### src/rtl/sat_counter.sv
// ============================================================================
// Module      : sat_counter
// Description : Up-counter that holds at all-ones; synchronous clear.
// Revision    : 1.0 - initial release
// ============================================================================
`default_nettype none

module sat_counter #(
  parameter int WIDTH = 16
) (
  input  logic             clk,
  input  logic             rst_n,
  input  logic             inc,
  input  logic             clr,
  output logic [WIDTH-1:0] count
);

  always_ff @(posedge clk) begin
    if (!rst_n || clr) begin
      count <= '0;
    end else if (inc && (count != '1)) begin
      count <= count + 1'b1;
    end
  end

endmodule

`default_nettype wire

### config.mk
export PLATFORM = sky130hd
export DESIGN_NAME = sat_counter
export DESIGN_NICKNAME = d
export VERILOG_FILES = /design/src/rtl/sat_counter.sv
export SDC_FILE = /design/constraint.sdc
export NUM_CORES = 1
export LEC_CHECK = 0
export CELL_PAD_IN_SITES_DETAIL_PLACEMENT = 0
export CELL_PAD_IN_SITES_GLOBAL_PLACEMENT = 1
export CORE_ASPECT_RATIO = 1.75
export CORE_MARGIN = 8
export CORE_UTILIZATION = 36
export DETAILED_ROUTE_END_ITERATION = 16
export PLACE_DENSITY = 0.76
export SYNTH_ARGS = -nofsm -noshare
export SYNTH_HDL_FRONTEND = slang
export SYNTH_SLANG_ARGS = --single-unit
### constraint.sdc
create_clock -name clk -period 2 [get_ports clk]
set_input_delay 0.4 -clock clk [delete_from_list [all_inputs] [get_ports clk]]
set_output_delay 0.4 -clock clk [all_outputs]
set_load 0.05 [all_outputs]
* Word-level counts from Yosys, hierarchy flattened
Index checks and enable logic that the tools add are counted.
** Cells by class
- Add/subtract/negate cells :: 1
- Reductions and logical operators :: 3
- Equality and inequality tests :: 1
** Operators with widths (number)
- $add A16 B1 Y16 const B :: 1
- $ne A16 B16 Y1 const B :: 1
- $logic_and A1 B1 Y1 :: 1
- $logic_not A1 Y1 :: 1
- $logic_or A1 B1 Y1 :: 1
** Word-level totals
- Bits of input ports :: 4
- Output and inout port bits :: 16
- Logic and storage cells :: 6
- Register bits :: 16

* Depth between registers and ports, before layout
- Depth in word-level cells :: 2
- Gate-level depth with buffers :: 5
- Mapped depth without buffers :: 5

* Worst setup path after synthesis
OpenSTA, ideal clock, no wires.
- Path kind :: flip-flop to flip-flop
- Start :: register count[0]
- End :: register count[12]
- Arrival time :: 1.801 ns
- Data required time :: 1.885 ns
- Slack :: 0.084 ns
- Stages on the path, launching flop included :: 6
- Setup time :: 0.115 ns
- Path buffers :: 0
- Path through :: dfxtp_1 ha_1 and4_1 nand4_2 o31a_1 o21a_1
** Between the ends
- Word-level cells in the longest chain between the ends :: 2
- Elaborated cells on any way between the ends :: 3
** Ends and longest elaborated chain
- from (decl) :: RTL line 15 : output logic [WIDTH-1:0] count
- from (signal assigned) :: RTL line 22 : count <= count + 1'b1;
- branches (longest 2 deep; another with $add A16 B1 Y16)
Several ways; the timed one is not identified.
A chain may end at the register's enable or synchronous reset.

* Final worst setup path
- Start :: register count[15]
- End :: output count[15]
No word-level cell between the ends.

==> metrics.csv <==
metric,value,unit
layout.area.seq,320,µm²
ios,20,
drt_iter0_drc,17,
core_area,0.00227,mm²
clock.fmax,533,MHz
grt_pass1_wl,3.89,mm
cp-end-kind,primary output,
grt_overflow,0,
yosysSeqAreaShare,37.2,%
postRouteAntennaNets,0,
clock_latency,250,ps
crit_path_start_kind,flip-flop,
nets,125,
synth_cell_types,34,
hold_violations,0,
grt_pass1_vias,867,
finish.utilization,49.1,%
crit_required,1600,ps
hold_path_class,reg2reg,
cpPeakStageDelay,830,ps
num_vias,860,
p_switching,0.123,mW
top_regs,count: 16 flops,
yosysWarnings,0,
max_flop_register,count,
clock_sinks,16,
irDropWorstVdd,0.342,mV
cts_buffer_depth,2,
netSwitchingFraction,20.9,%
grt_usage,11.6,%
syn-cell-area,862,µm²
place_hpwl,1.79,mm
antenna_found_initial,0,
cp.buffers_inverters,1,
drive_above_1_share,23.7,%
tns,0,ps
status,"complete, no violations",
p_int,0.468,mW
synth-seq-cells,16,
clkPwrFrac,40.2,%
cts_setup_buffers,0,
critPathMaxFanout,5,
worst-slew-pin-transition,503,ps
area_growth,29.6,%
cp_top_family,buffers and inverters,
max_cap_viol_count,0,
gp_congestion,0.725,
p_seq_share,54.4,%
clockRootBuffer,clkbuf_8,
cts_resized,0,
wl,2.32,mm
p_comb_share,5.3,%
fp.dieH,80.7,µm
multiInputGateArea,531,µm²
io_buffers,19,
viasPerCell,6.01,
cts_max_level,1,
num-fill-cells,241,
finClkSkew,2.67,ps
fin_crit,1880,ps
clk_pin_slew,60,ps
dr.pass1.iters,4,
rows,23,
hold_buffers,0,
powerDensity,529,mW/mm²
p_leak,0.418,nW
synthCells,94,
critPathKind,reg2out,
avgSynthCellArea,9.17,µm²
maxSlewHeadroom,66.2,%
grt_max_degree,12,
die_area,0.00428,mm²
drc,0,
rsz0062_at_grt,false,
maxSlewViolCount,0,
cts_tree,built,
synth_top_area_share,37.2,%
setup_viol,0,
slowest_stage,clkdlybuf4s50_1,
worstPathArrival,1480,ps
wire_per_inst,16.2,µm
cts_buffers,3,
ys_top_cells_by_area,"dfxtp_1 37%, nand4_2 4.4%, and4_1 4.1%, a21oi_1 3.5%, nand2_1 3.5%",
fp.dieW,53.0,µm
syn_nets,99,
start_util,37.9,%
antenna_cells,0,
finalCritPeriodShare,93.8,%
worstPathCellList,clkdlybuf4s50_1,
synth_top_area_cell,dfxtp_1,
largest_register_ffs,16,
## cells in the mapped netlist (all sizes together)
master	instances
o21a	1
or2	1
a41o	1
dfxtp	16
and4	5
a31oi	4
and2	3
o21ai	6
nand3	5
or4	4
or3	2
nand2	8
nor3	2
nor2	3
o41ai	4
nand2b	1
and3	1
o31a	1
a21oi	6
nor2b	1
nand4	6
ha	1
clkbuf	2
o31ai	4
o311ai	3
inv	1
nor4	1
xor2	1
## layout by cell type (no fill, tap or decap), types with 4 or more instances in the layout
cell	count
a21oi_1	6
a31oi_1	4
and4_1	4
buf_4	16
clkdlybuf4s50_1	7
dfxtp_1	16
nand2_1	8
nand3_1	5
o31ai_1	4
or4_1	4
## cell families (layout without fill, tap and decap cells)
family | after synthesis | count (layout) | share of synthesized area (%)
fa+ha+maj | 1 | 1 | 1.45
compound gates | 30 | 30 | 24.4
flops | 16 | 16 | 37.2
simple gates | 43 | 43 | 34.7
xor+xnor | 1 | 1 | 1.02
buf+inv | 3 | 27 | 1.31
## through the flow
stage	hold slack (ps)	instance area, µm²	instances	worst slack, ps	total power, mW
finish	499	1120	143	124	0.591
detailed placement	492	1080	140	-14.4	0.361
CTS	504	1120	143	116	0.600
global route	542	1120	143	72.6	0.612
floorplan	564	862	94	84.5	0.345
global placement	483	1080	140	12.4	0.360
## power by group through the flow
stage	combinational (mW)	sequential, mW	clock [mW]
after global placement	0.0314	0.329	0
after CTS	0.0319	0.322	0.246
after floorplan	0.0112	0.334	0
final	0.0314	0.322	0.238
after global routing	0.0340	0.322	0.256
after detailed placement	0.0318	0.329	0
## per-layer routing
layer,GRT usage (%),up-vias,routed length (µm)
met5,0,-,0
met3,2.01,4,79
met2,21.0,15,1280
met1,12.2,412,915
li1,-,429,-
met4,5.47,0,39
## final timing paths
check                  from         to  slack, ps  cells after the start
hold / removal     count[1]   count[1]        500                      2
setup / recovery  count[15]  count[15]        120                      1
hold reg to reg    count[1]   count[1]        500                      2
setup reg to reg   count[8]   count[7]        320                      4
## area by class of cell
class	instances	share of cell area, %
inverter	1	0.336
sequential	16	28.7
multi-input combinational	75	47.5
clock buffer	3	3.70
timing repair buffer	23	17.0
tap	25	2.80
(Power assumes the default switching activity.)
